--- src/rtl/regroup_table_arbiter_pkg.sv ---
// Shared definitions for the regroup lookup RAM arbiter.
//   REGROUP_RAM_AW/DW/DEPTH : geometry of the regroup lookup RAM
//   regroup_state_e         : arbiter FSM states (table clear, normal run)
package regroup_table_arbiter_pkg;

  localparam int unsigned REGROUP_RAM_AW    = 8;
  localparam int unsigned REGROUP_RAM_DW    = 71;
  localparam int unsigned REGROUP_RAM_DEPTH = 256;

  typedef enum logic {
    ST_INIT = 1'b0,
    ST_RUN  = 1'b1
  } regroup_state_e;

endpackage

--- src/rtl/regroup_table_arbiter.sv ---
// Arbiter for the single-port regroup lookup RAM shared by the last-node
// lookup engine and the host configuration path.
//   After reset the whole table is written with zero (INIT), then one access
//   per cycle is granted (RUN). Lookup wins ties unless a pending config
//   request has already lost MAX_STARVE times in a row. Read data is steered
//   back to whichever requester issued the read.
// Ports:
//   i_clk, i_rst                   clock, async active-high reset
//   i_lkp_rd/iv_lkp_raddr          lookup read request (held until o_lkp_ack)
//   o_lkp_ack                      lookup accepted this cycle
//   ov_lkp_rdata/o_lkp_rdata_valid lookup read return
//   i_cfg_wr/i_cfg_rd/iv_cfg_addr/iv_cfg_wdata  config request (held until ack)
//   o_cfg_ack                      config accepted this cycle
//   ov_cfg_rdata/o_cfg_rdata_valid config read return
//   o_ram_rd/o_ram_wr/ov_ram_addr/ov_ram_wdata/iv_ram_rdata  RAM port
//   o_init_done                    table clear complete
module regroup_table_arbiter
  import regroup_table_arbiter_pkg::*;
#(
  parameter int unsigned RAM_RD_LAT = 2,
  parameter int unsigned MAX_STARVE = 4
) (
  input  logic        i_clk,
  input  logic        i_rst,
  input  logic        i_lkp_rd,
  input  logic [7:0]  iv_lkp_raddr,
  output logic        o_lkp_ack,
  output logic [70:0] ov_lkp_rdata,
  output logic        o_lkp_rdata_valid,
  input  logic        i_cfg_wr,
  input  logic        i_cfg_rd,
  input  logic [7:0]  iv_cfg_addr,
  input  logic [70:0] iv_cfg_wdata,
  output logic        o_cfg_ack,
  output logic [70:0] ov_cfg_rdata,
  output logic        o_cfg_rdata_valid,
  output logic        o_ram_rd,
  output logic        o_ram_wr,
  output logic [7:0]  ov_ram_addr,
  output logic [70:0] ov_ram_wdata,
  input  logic [70:0] iv_ram_rdata,
  output logic        o_init_done
);

  localparam logic [3:0] STARVE_MAX = 4'(MAX_STARVE);
  localparam logic [REGROUP_RAM_AW-1:0] LAST_ADDR = REGROUP_RAM_AW'(REGROUP_RAM_DEPTH - 1);

  regroup_state_e state_q, state_d;
  logic [REGROUP_RAM_AW-1:0] init_addr_q, init_addr_d;
  logic [3:0]                starve_q, starve_d;
  logic                      ram_rd_q, ram_rd_d;
  logic                      ram_wr_q, ram_wr_d;
  logic [REGROUP_RAM_AW-1:0] ram_addr_q, ram_addr_d;
  logic [REGROUP_RAM_DW-1:0] ram_wdata_q, ram_wdata_d;
  logic                      init_done_q;

  // Return tag pipeline: stage k is aligned with the k-th cycle after the
  // read strobe, so stage RAM_RD_LAT sees the cycle in which iv_ram_rdata
  // is valid for that read.
  logic [RAM_RD_LAT:0]       vld_q;
  logic [RAM_RD_LAT:0]       tag_lkp_q;
  logic                      tag_lkp_d;

  logic [REGROUP_RAM_DW-1:0] lkp_rdata_q, cfg_rdata_q;
  logic                      lkp_vld_q, cfg_vld_q;

  logic cfg_req;
  logic lkp_ack;
  logic cfg_ack;

  always_comb begin
    state_d     = state_q;
    init_addr_d = init_addr_q;
    starve_d    = starve_q;
    lkp_ack     = 1'b0;
    cfg_ack     = 1'b0;
    ram_rd_d    = 1'b0;
    ram_wr_d    = 1'b0;
    ram_addr_d  = ram_addr_q;
    ram_wdata_d = ram_wdata_q;
    tag_lkp_d   = 1'b0;
    cfg_req     = i_cfg_wr | i_cfg_rd;

    case (state_q)
      ST_INIT: begin
        ram_wr_d    = 1'b1;
        ram_addr_d  = init_addr_q;
        ram_wdata_d = '0;
        init_addr_d = init_addr_q + 1'b1;
        if (init_addr_q == LAST_ADDR) begin
          state_d = ST_RUN;
        end
      end
      ST_RUN: begin
        if (i_lkp_rd && !(cfg_req && (starve_q == STARVE_MAX))) begin
          lkp_ack = 1'b1;
        end else if (cfg_req) begin
          cfg_ack = 1'b1;
        end

        if (lkp_ack) begin
          ram_rd_d   = 1'b1;
          ram_addr_d = iv_lkp_raddr;
          tag_lkp_d  = 1'b1;
        end else if (cfg_ack) begin
          ram_addr_d = iv_cfg_addr;
          // A simultaneous write+read serves only the write; the read is
          // left for the requester to present again.
          if (i_cfg_wr) begin
            ram_wr_d    = 1'b1;
            ram_wdata_d = iv_cfg_wdata;
          end else begin
            ram_rd_d = 1'b1;
          end
        end
      end
      default: state_d = ST_INIT;
    endcase

    if (!cfg_req || cfg_ack) begin
      starve_d = '0;
    end else if (lkp_ack && (starve_q != STARVE_MAX)) begin
      starve_d = starve_q + 1'b1;
    end
  end

  always_ff @(posedge i_clk or posedge i_rst) begin
    if (i_rst) begin
      state_q     <= ST_INIT;
      init_addr_q <= '0;
      starve_q    <= '0;
      ram_rd_q    <= 1'b0;
      ram_wr_q    <= 1'b0;
      ram_addr_q  <= '0;
      ram_wdata_q <= '0;
      init_done_q <= 1'b0;
      vld_q       <= '0;
      tag_lkp_q   <= '0;
      lkp_rdata_q <= '0;
      cfg_rdata_q <= '0;
      lkp_vld_q   <= 1'b0;
      cfg_vld_q   <= 1'b0;
    end else begin
      state_q     <= state_d;
      init_addr_q <= init_addr_d;
      starve_q    <= starve_d;
      ram_rd_q    <= ram_rd_d;
      ram_wr_q    <= ram_wr_d;
      ram_addr_q  <= ram_addr_d;
      ram_wdata_q <= ram_wdata_d;
      init_done_q <= (state_q == ST_RUN);

      if (RAM_RD_LAT > 0) begin
        vld_q     <= {vld_q[RAM_RD_LAT-1:0], ram_rd_d};
        tag_lkp_q <= {tag_lkp_q[RAM_RD_LAT-1:0], tag_lkp_d};
      end else begin
        vld_q     <= ram_rd_d;
        tag_lkp_q <= tag_lkp_d;
      end

      lkp_vld_q <= vld_q[RAM_RD_LAT] & tag_lkp_q[RAM_RD_LAT];
      cfg_vld_q <= vld_q[RAM_RD_LAT] & ~tag_lkp_q[RAM_RD_LAT];
      if (vld_q[RAM_RD_LAT] && tag_lkp_q[RAM_RD_LAT]) begin
        lkp_rdata_q <= iv_ram_rdata;
      end
      if (vld_q[RAM_RD_LAT] && !tag_lkp_q[RAM_RD_LAT]) begin
        cfg_rdata_q <= iv_ram_rdata;
      end
    end
  end

  assign o_lkp_ack         = lkp_ack;
  assign o_cfg_ack         = cfg_ack;
  assign o_ram_rd          = ram_rd_q;
  assign o_ram_wr          = ram_wr_q;
  assign ov_ram_addr       = ram_addr_q;
  assign ov_ram_wdata      = ram_wdata_q;
  assign ov_lkp_rdata      = lkp_rdata_q;
  assign o_lkp_rdata_valid = lkp_vld_q;
  assign ov_cfg_rdata      = cfg_rdata_q;
  assign o_cfg_rdata_valid = cfg_vld_q;
  assign o_init_done       = init_done_q;

endmodule

--- config.mk ---
export PLATFORM = sky130hd
export DESIGN_NAME = regroup_table_arbiter
export DESIGN_NICKNAME = d
export VERILOG_FILES = /design/src/rtl/regroup_table_arbiter_pkg.sv /design/src/rtl/regroup_table_arbiter.sv
export SDC_FILE = /design/constraint.sdc
export NUM_CORES = 1
export LEC_CHECK = 0
export BUFFER_PORTS_ARGS = -buffer_cell sky130_fd_sc_hd__buf_2
export CAP_MARGIN = 5
export CORE_ASPECT_RATIO = 0.7
export CORE_UTILIZATION = 37
export CTS_CLUSTER_SIZE = 40
export DETAILED_ROUTE_END_ITERATION = 16
export GPL_ROUTABILITY_DRIVEN = 0
export REMOVE_ABC_BUFFERS = 1
export SETUP_SLACK_MARGIN = 0.3
export SLEW_MARGIN = 20
export SYNTH_ARGS = -nofsm -noshare
export SYNTH_HDL_FRONTEND = slang
export SYNTH_SLANG_ARGS = --single-unit
export TNS_END_PERCENT = 50
--- constraint.sdc ---
create_clock -name i_clk -period 21 [get_ports i_clk]
set_clock_uncertainty 0.2 [all_clocks]
set_input_delay 3.15 -clock i_clk [delete_from_list [all_inputs] [get_ports i_clk]]
set_output_delay 3.15 -clock i_clk [all_outputs]
set_load 0.01 [all_outputs]
==> results.json, run 1 <==
{
  "status": "finished clean",
  "cts.sinks": 244,
  "setup_ws_ps": 13450,
  "p_leak_uw": 0.006675,
  "slew-limit-headroom": 0.3985,
  "grt.overflow.total": 0,
  "worstPathRequired_ps": 17650,
  "grt_max_degree": 112,
  "async_reset_ff_frac": 1.000,
  "cp_slowest_cell": "nor2_1",
  "seq_area_frac_synth": 0.6717,
  "clockPowerShare": 0.448,
  "drtPass1Iterations": 4,
  "critPathCaptureType": "output port",
  "drcViolationCount": 0,
  "cp_max_fo": 9,
  "rsz0062_at_grt": "no",
  "cap_violations": 0,
  "dp_slack_ps": 13450,
  "tns_ps": 0,
  "die-width_um": 189.3,
  "hold_buffers": 0,
  "yosysTopAreaCell": "dfrtp_1",
  "antenna_left": 0,
  "setup_violations": 0,
  "final_nets": 1266,
  "top_usage_layer": "met2",
  "final_layout_size_suffix_gt1_frac": 0.4668,
  "intPower_uw": 773.7,
  "seq_area_um2": 6106,
  "crit_chain": "buf_2 > nor2_1 > a211o_1 > inv_1 > buf_2",
  "max_stage_delay_ps": 350,
  "synthCells": 716,
  "h-tree-depth": 1,
  "synth_area_leaders": "dfrtp_1, nand2_1, mux2_2",
  "met3_usage": 0.05479,
  "grtUsageTotal": 0.1917,
  "avgSynthCellArea_um2": 12.70,
  "maxSlewViolCount": 0,
  "tightest_slew_ps": 902.3,
  "ir_drop_mv": 0.04977,
  "p_per_area_nw_per_um2": 81.84,
  "multiInputGateArea_um2": 2781,
  "first_global_vias": 6690,
  "ys_warn_count": 0,
  "post-route-min-period_ps": 7550,
  "grt_antenna_before_repair": 3,
  "ys_ff_latch": 244,
  "cp-start-kind": "input port",
  "clockRootBuffer": "clkbuf_16",
  "cp-startpoint": "i_cfg_wr",
  "timing.final.crit_share": 0.3595,
  "ys.flop_type": "dfrtp_1",
  "die-area_um2": 25210,
  "cts_tree": "done",
  "synth_area_um2": 9090,
  "grt_use_met2": 0.3094,
  "p_sw_uw": 221.1,
  "path_delay_family": "simple AND/OR/NAND/NOR gates",
  "fill_cells": 2204,
  "swShare": 0.2223,
  "cp_common_cell": "buf_2",
  "wl_mm": 24.86,
  "clk_latency_ps": 510,
  "min_path_type": "flop to flop",
  "grtUsageMet1": 0.2533,
  "grt_pass1_wl_mm": 38.01,
  "pin_count": 391,
  "routedWlPerCell_um": 17.33,
  "crit_type": "input port to output port",
  "rr_startpoint": "vld_q[2]$_DFF_PP0_",
  "area_delta_synth_final_pct": 33.72,
  "cts-resized-gates": 0,
  "seqPwrFrac": 0.491,
  "power_frac_comb": 0.061,
  "clk_pin_slew_worst_paths_ps": 60,
  "critPathArrivalTime_ps": 4200,
  "cts_buffer_depth": 3,
  "antenna_cells": 0,
  "fmax_ghz": 0.1324,
  "start_util": 0.3807,
  "hold_viol_final": 0,
  "hold_start": "vld_q[1]$_DFF_PP0_",
  "postCtsSetupBuffers": 0,
  "dr.first_iter.drc_count": 309,
  "portBuffers": 390,
  "crit_buf_inv": 3,
  "synth_cell_types": 38,
  "cts_buffers": 25,
  "synth_top_area_frac": 0.6717,
  "hpwl_mm": 17.45,
  "placement_rows": 47,
  "core_area_um2": 23880,
  "vias": 6766,
  "die_h_um": 133.1,
  "synth_edf_count": 0,
  "vias_per_cell": 4.718
}
==> power groups by stage <==
stage / clock network (uW) / logic, uW / registers [uW]
after detailed placement: 0 / 62.2 / 497
after global routing: 473 / 68.4 / 489
after floorplan: 0 / 19.8 / 502
after global placement: 0 / 61.6 / 496
after CTS: 458 / 62.4 / 488
final: 446 / 60.8 / 488
==> synthesized netlist by cell type (all sizes together), types with 2 or more instances <==
library cell    n
dfrtp         244
nand2         222
mux2           72
a22o           71
buf            27
clkbuf         13
inv             9
o221a           8
o22a            8
a21oi           4
nor2            4
xnor2           4
ha              3
nand4b          3
xor2            3
a31oi           2
nand3           2
nand4           2
nor2b           2
==> per-layer routing <==
layer  share of wire  wire, um  vias up
li1                -         -     3219
met1            0.43     10600     3230
met2            0.47     11610      266
met3           0.080      1979       47
met4           0.026       646        4
met5         0.00093        23        -
==> stage by stage <==
stage | power (uW) | instance area, um2 | cells | utilization | hold WS, ps
2_1_floorplan | 521.8 | 8904 | 676 | - | 131.2
3_3_place_gp | 557.9 | 11330 | 1391 | 0.4746 | 131.5
3_5_place_dp | 559.1 | 11330 | 1391 | 0.4746 | 136.2
4_1_cts | 1009 | 12160 | 1434 | 0.5091 | 136.3
5_1_grt | 1031 | 12160 | 1434 | 0.5091 | 146.8
6_report | 994.8 | 12160 | 1434 | 0.5091 | 141.0
==> cells in the final DEF (no fill, tap or decap), types with 2 or more instances in the layout <==
cell       instances
buf_2            390
dfrtp_1          244
nand2_1          221
mux2_2            72
a22o_1            71
clkbuf_16         25
o22a_1             8
clkbuf_8           7
buf_4              7
inv_1              5
clkbuf_1           5
xnor2_1            4
nor2_1             4
o221a_2            4
o221a_1            4
inv_2              3
nand4b_1           3
xor2_1             3
a21oi_1            3
ha_1               3
clkinv_2           3
nand4_1            2
nand3_1            2
nor2b_1            2
a31oi_1            2
bufinv_16          2
==> state kept, by name, indices dropped and copies added, names as in the netlist <==
| name | flops |
|---|---|
| init_addr_q | 8 |
| ov_ram_addr | 8 |
| o_ram_wr | 1 |
| o_init_done | 1 |
| starve_q | 4 |
| o_cfg_rdata_valid | 1 |
| tag_lkp_q | 3 |
| ov_lkp_rdata | 71 |
| vld_q | 3 |
| o_lkp_rdata_valid | 1 |
| ov_ram_wdata | 71 |
| ov_cfg_rdata | 71 |
| state_q | 1 |
==> cell families after synthesis <==
kind of cell	count (synthesis)	synth area share
xor+xnor	7	0.006745
simple gates	243	0.1083
flops	244	0.6717
buf+inv	49	0.02423
fa+ha+maj	3	0.004130
compound gates	98	0.09566
mux	72	0.08920
==> area by class of cell <==
class                   instances  area share
clock buffers                  37     0.06094
clock inverters                 6    0.006897
inverters                       9    0.003397
multi-input cells             423      0.2288
flip-flops and latches        244      0.5023
well taps                     318     0.03273
repair buffers                397      0.1649
==> worst paths after layout <==
path,slack [ps],depth (start not counted),to
worst max-delay path,13450,5,o_cfg_ack
min in group asynchronous,2590,2,ov_ram_wdata[34]$_DFFE_PP0P_
worst min register to register,140,0,vld_q[2]$_DFF_PP0_
max in group asynchronous,16620,3,ov_lkp_rdata[2]$_DFFE_PP0P_
worst min-delay path,140,0,vld_q[2]$_DFF_PP0_
worst max register to register,18430,6,ov_cfg_rdata[24]$_DFFE_PP0P_
Power figures use the tool's default switching activity.
==> run 2: changes to the inputs <==
==> constraint.sdc (replaced) <==
create_clock -name i_clk -period 7.6 [get_ports i_clk]
set_clock_uncertainty 0.2 [all_clocks]
set_input_delay 1.14 -clock i_clk [delete_from_list [all_inputs] [get_ports i_clk]]
set_output_delay 1.14 -clock i_clk [all_outputs]
set_load 0.01 [all_outputs]
==> run 2 against run 1 <==
Effect of this change:
- worst hold slack improved by 6.7 ps
- sequential power rose to 2.8 times the previous value
- global-route usage rose by 0.087 points
- non-clock buffer count did not move
- die area did not move
- first-iteration DRC count rose by 1.3%
- critical path depth did not move
- cell count rose by 0.28%
- utilization barely moved
- clock power rose to 2.7 times the previous value
- wire length rose by 0.18%
- largest cell class unchanged
- highest routed layer unchanged
==> results.json, run 2 (synthesis gave the netlist of run 1 again) <==
{
  "hold_slack_ps": 147.6,
  "cts_buffers": 25,
  "grt_max_degree": 112,
  "start_util": 0.3807,
  "clockPowerShare": 0.442,
  "crit_type": "input port to output port",
  "place_inst": 1391,
  "layout_common_cells": "buf_2, dfrtp_1, nand2_1",
  "cp-start-kind": "input port",
  "fmax_ghz": 0.2811,
  "cp_max_fo": 9,
  "cts_buffer_depth": 3,
  "grt.overflow.total": 0,
  "whs_path_depth": 0,
  "slew-limit-headroom": 0.4142,
  "rsz0062_at_grt": "no",
  "grtUsageTotal": 0.1926,
  "tightest_slew_ps": 878.7,
  "cp_slowest_cell": "a211o_1",
  "final_nets": 1266,
  "vias_per_cell": 4.725,
  "grt_pass1_wl_mm": 38.07,
  "portBuffers": 390,
  "placement_rows": 47,
  "clk_pin_slew_worst_paths_ps": 60,
  "cts_tree": "done",
  "power_frac_comb": 0.062,
  "drtPass1Iterations": 4,
  "die-width_um": 189.3,
  "worstPathRequired_ps": 6260,
  "tns_ps": 0,
  "hpwl_mm": 17.23,
  "min_path_type": "flop to flop",
  "drcViolationCount": 0,
  "ff2ff_path_depth": 6,
  "dr.first_iter.drc_count": 313,
  "seqPwrFrac": 0.496,
  "r2r_end": "ov_cfg_rdata[44]$_DFFE_PP0P_",
  "cp_common_cell": "buf_2",
  "postCtsSetupBuffers": 0,
  "seq_area_um2": 6106,
  "wl_mm": 24.90,
  "cts-resized-gates": 0,
  "cts.sinks": 244,
  "critPathCaptureType": "output port",
  "first_global_vias": 6658,
  "area_delta_synth_final_pct": 33.66,
  "maxSlewViolCount": 0,
  "utilization": 0.5089,
  "die_h_um": 133.1,
  "rr_startpoint": "vld_q[2]$_DFF_PP0_",
  "max_stage_delay_ps": 380,
  "p_leak_uw": 0.006671,
  "multiInputGateArea_um2": 2781,
  "p_per_area_nw_per_um2": 223.8,
  "routedWlPerCell_um": 17.32,
  "post-route-min-period_ps": 3558,
  "min_to": "tag_lkp_q[2]$_DFF_PP0_",
  "setup_violations": 0,
  "hold_viol_final": 0,
  "antenna_left": 0,
  "intPower_uw": 2098,
  "clockRootBuffer": "clkbuf_16",
  "vias": 6794,
  "pin_count": 391,
  "rrSetupSlack_ps": 4970,
  "cap_violations": 0,
  "hold_start": "tag_lkp_q[1]$_DFF_PP0_",
  "hold_buffers": 0,
  "fill_cells": 2177,
  "die-area_um2": 25210,
  "ir_drop_mv": 0.1255,
  "final_layout_size_suffix_gt1_frac": 0.4705,
  "timing.final.crit_share": 0.4681,
  "final_cells": 1438,
  "clk_latency_ps": 500,
  "h-tree-depth": 1,
  "swShare": 0.2285,
  "p_sw_uw": 621.4,
  "crit_chain": "buf_2 > nor2_1 > a211o_1 > inv_1 > buf_2",
  "status": "finished clean",
  "grt_antenna_before_repair": 6,
  "layout_commonest_cell": "buf_2",
  "core_area_um2": 23880,
  "critPathArrivalTime_ps": 2220
}
run 2: cell types whose count changed in the layout (fill, tap and decap cells not counted), sizes merged:
cell | previous run | this run
clkbuf | 37 | 33
bufinv | 2 | 1
diode | 0 | 2
clkinvlp | 0 | 2
inv | 9 | 11
clkinv | 4 | 7
run 2: per-layer routing:
layer	share of wire	global-route usage	vias to the layer above
li1	-	-	3232
met1	0.42	0.2553	3255
met2	0.47	0.3070	258
met3	0.079	0.05717	43
met4	0.024	0.05511	6
met5	0.0020	0	-
run 2: area by class of cell:
class	count	area share
flip-flops and latches	244	0.5026
multi-input cells	423	0.2289
repair buffers	397	0.1650
clock buffers	33	0.05891
well taps	318	0.03275
clock inverters	12	0.008033
inverters	9	0.003399
diodes	2	0.0004119
run 2: stage by stage:
step / setup WS [ps] / power (uW) / cell area [um2]
after detailed placement: 4085 / 1544 / 11330
after floorplan: -441.5 / 1442 / 8904
after global placement: 4091 / 1541 / 11330
final: 4042 / 2719 / 12150
after global routing: 3894 / 2828 / 12150
after CTS: 4077 / 2761 / 12140
run 2: worst max path at each step:
stage	from	to	slack, ps	depth (start not counted)
3_5_place_dp	i_cfg_wr	o_cfg_ack	4090	5
2_1_floorplan	i_rst	init_addr_q[0]$_DFFE_PP0N_	-440	1
4_1_cts	i_cfg_wr	o_cfg_ack	4080	5
6_report	i_cfg_wr	o_cfg_ack	4040	5
3_3_place_gp	i_cfg_wr	o_cfg_ack	4090	5
5_1_grt	state_q$_DFF_PP0_	o_lkp_ack	3890	4
run 2: power groups by stage:
stage          sequential (uW)  combinational [uW]  clock, uW
6_report                  1350                 168       1200
5_1_grt                   1350                 188       1290
4_1_cts                   1350                 172       1240
3_5_place_dp              1370                 171          0
3_3_place_gp              1370                 170          0
2_1_floorplan             1390                54.6          0
run 2: worst max-delay path, delay by kind of cell:
kind                   cells  cell delay, ps
AO/OA/AOI/OAI              1             380
buffers and inverters      3             350
AND/OR/NAND/NOR            1             340
==> run 3: changes to the inputs <==
--- a/config.mk
+++ b/config.mk
@@ -12,6 +12,7 @@
 export CTS_CLUSTER_SIZE = 40
 export DETAILED_ROUTE_END_ITERATION = 16
 export GPL_ROUTABILITY_DRIVEN = 0
+export PLACE_DENSITY = 0.67
 export REMOVE_ABC_BUFFERS = 1
 export SETUP_SLACK_MARGIN = 0.3
 export SLEW_MARGIN = 20
==> constraint.sdc (replaced) <==
create_clock -name i_clk -period 2.97 [get_ports i_clk]
set_clock_uncertainty 0.2 [all_clocks]
set_input_delay 0.4455 -clock i_clk [delete_from_list [all_inputs] [get_ports i_clk]]
set_output_delay 0.4455 -clock i_clk [all_outputs]
set_load 0.01 [all_outputs]
==> run 3 against run 2 <==
Effect of this change:
- clock power rose to 2.7 times the previous value
- worst hold slack worse by 130 ps
- cell area rose by 14%
- critical path type is now flop to output port
- largest cell class unchanged
- critical endpoint unchanged
- wire length up 10%
- cell count up 11%
- global-route usage up 2.0 points
==> results.json, run 3 (synthesis gave the netlist of run 1 again) <==
{
  "utilization": 0.5810,
  "vias_per_cell": 4.787,
  "p_leak_uw": 0.007387,
  "vias": 7625,
  "slew-limit-headroom": 0.4523,
  "seq_area_um2": 6107,
  "r2r_end": "ov_ram_addr[7]$_DFFE_PP0P_",
  "die-width_um": 189.3,
  "timing.final.crit_share": 0.8655,
  "start_util": 0.3807,
  "cp-start-kind": "flop",
  "crit_type": "flop to output port",
  "post-route-min-period_ps": 2571,
  "cts_buffers": 24,
  "layout_commonest_cell": "buf_2",
  "path_delay_family": "flip-flops",
  "grt_antenna_before_repair": 1,
  "status": "finished clean",
  "crit_chain": "inv_1 > ha_1 > nand3b_4 > a211o_4 > inv_1 > buf_2",
  "cap_violations": 0,
  "dp_slack_ps": 699.8,
  "ff2ff_path_depth": 7,
  "drcViolationCount": 0,
  "tightest_slew_ps": 821.5,
  "first_global_vias": 7795,
  "routedWlPerCell_um": 17.26,
  "cp_slowest_cell": "dfrtp_1",
  "cp_max_fo": 7,
  "die_h_um": 133.1,
  "h-tree-depth": 1,
  "cts.sinks": 244,
  "worstPathRequired_ps": 2320,
  "clockRootBuffer": "clkbuf_16",
  "layout_common_cells": "buf_2, dfrtp_1, nand2_1",
  "max_stage_delay_ps": 430,
  "hold_start": "iv_lkp_raddr[5]",
  "final_cells": 1593,
  "maxSlewViolCount": 0,
  "clk_latency_ps": 510,
  "whs_path_depth": 2,
  "grt_max_degree": 84,
  "multiInputGateArea_um2": 2798,
  "area_delta_synth_final_pct": 52.59,
  "tns_ps": 0,
  "setup_ws_ps": 399.4,
  "setup_violations": 0,
  "grt.overflow.total": 0,
  "grtUsageTotal": 0.2121,
  "rr_startpoint": "starve_q[0]$_DFFE_PP0P_",
  "portBuffers": 390,
  "core_area_um2": 23880,
  "crit_buf_inv": 3,
  "pin_count": 391,
  "p_per_area_nw_per_um2": 527.0,
  "critPathCaptureType": "output port",
  "cts_tree": "done",
  "wl_mm": 27.50,
  "dr.first_iter.drc_count": 340,
  "ir_drop_mv": 0.3393,
  "cts_buffer_depth": 3,
  "min_path_type": "input port to flop",
  "final_layout_size_suffix_gt1_frac": 0.4168,
  "place_inst": 1394,
  "drtPass1Iterations": 7,
  "final_nets": 1426,
  "hold_slack_ps": 22.46,
  "hold_viol_final": 0,
  "min_to": "ov_ram_addr[5]$_DFFE_PP0P_",
  "hpwl_mm": 17.66,
  "fill_cells": 1945,
  "rsz0062_at_grt": "no",
  "antenna_left": 0,
  "placement_rows": 47,
  "clk_pin_slew_worst_paths_ps": 60,
  "rrSetupSlack_ps": 440,
  "die-area_um2": 25210,
  "critPathArrivalTime_ps": 1930,
  "grt_pass1_wl_mm": 42.52,
  "fmax_ghz": 0.3890,
  "cp_common_cell": "inv_1"
}
-- run 3: what timing repair did --
item,4_1_cts,5_1_grt
hold buffers,152,0
resized for setup,2,2
setup buffers,0,6
pin swaps,0,1
hold endpoints to repair,293,0
endpoints found under the setup margin,2,2
-- run 3: metrics by stage --
step / area, um2 / power (uW)
floorplan: 8904 / 3689
global placement: 11440 / 3948
detailed placement: 11440 / 3959
CTS: 13810 / 7366
global route: 13870 / 7589
finish: 13870 / 7310
-- run 3: cell type report --
cell class,count,area share
sequential,244,0.4403
timing repair buffer,558,0.2654
multi-input combinational,423,0.2017
clock buffer,33,0.05088
tap,318,0.02868
clock inverter,7,0.009922
inverter,9,0.002977
antenna,1,0.0001804
-- run 3: power by group --
part | internal (uW) | leakage, uW | total (uW) | switching, uW
Clock | 1990 | 0.000412 | 3230 | 1240
Combinational | 327 | 0.00386 | 624 | 297
Sequential | 3400 | 0.00312 | 3450 | 49.7
Total | 5730 | 0.00739 | 7310 | 1580
-- run 3: worst max path at each step --
stage | startpoint | end | slack, ps | depth (start not counted)
4_1_cts | starve_q[0]$_DFFE_PP0P_ | o_lkp_ack | 290 | 6
6_report | starve_q[0]$_DFFE_PP0P_ | o_cfg_ack | 400 | 6
2_1_floorplan | i_rst | init_addr_q[0]$_DFFE_PP0N_ | -4380 | 1
3_3_place_gp | state_q$_DFF_PP0_ | o_lkp_ack | 730 | 4
3_5_place_dp | state_q$_DFF_PP0_ | o_lkp_ack | 700 | 4
5_1_grt | starve_q[0]$_DFFE_PP0P_ | o_cfg_ack | 280 | 6
-- run 3: per-layer routing --
metal,track usage,part of all wire
met5,0,0
met4,0.06183,0.030
met3,0.05032,0.070
met2,0.3658,0.49
met1,0.2657,0.41
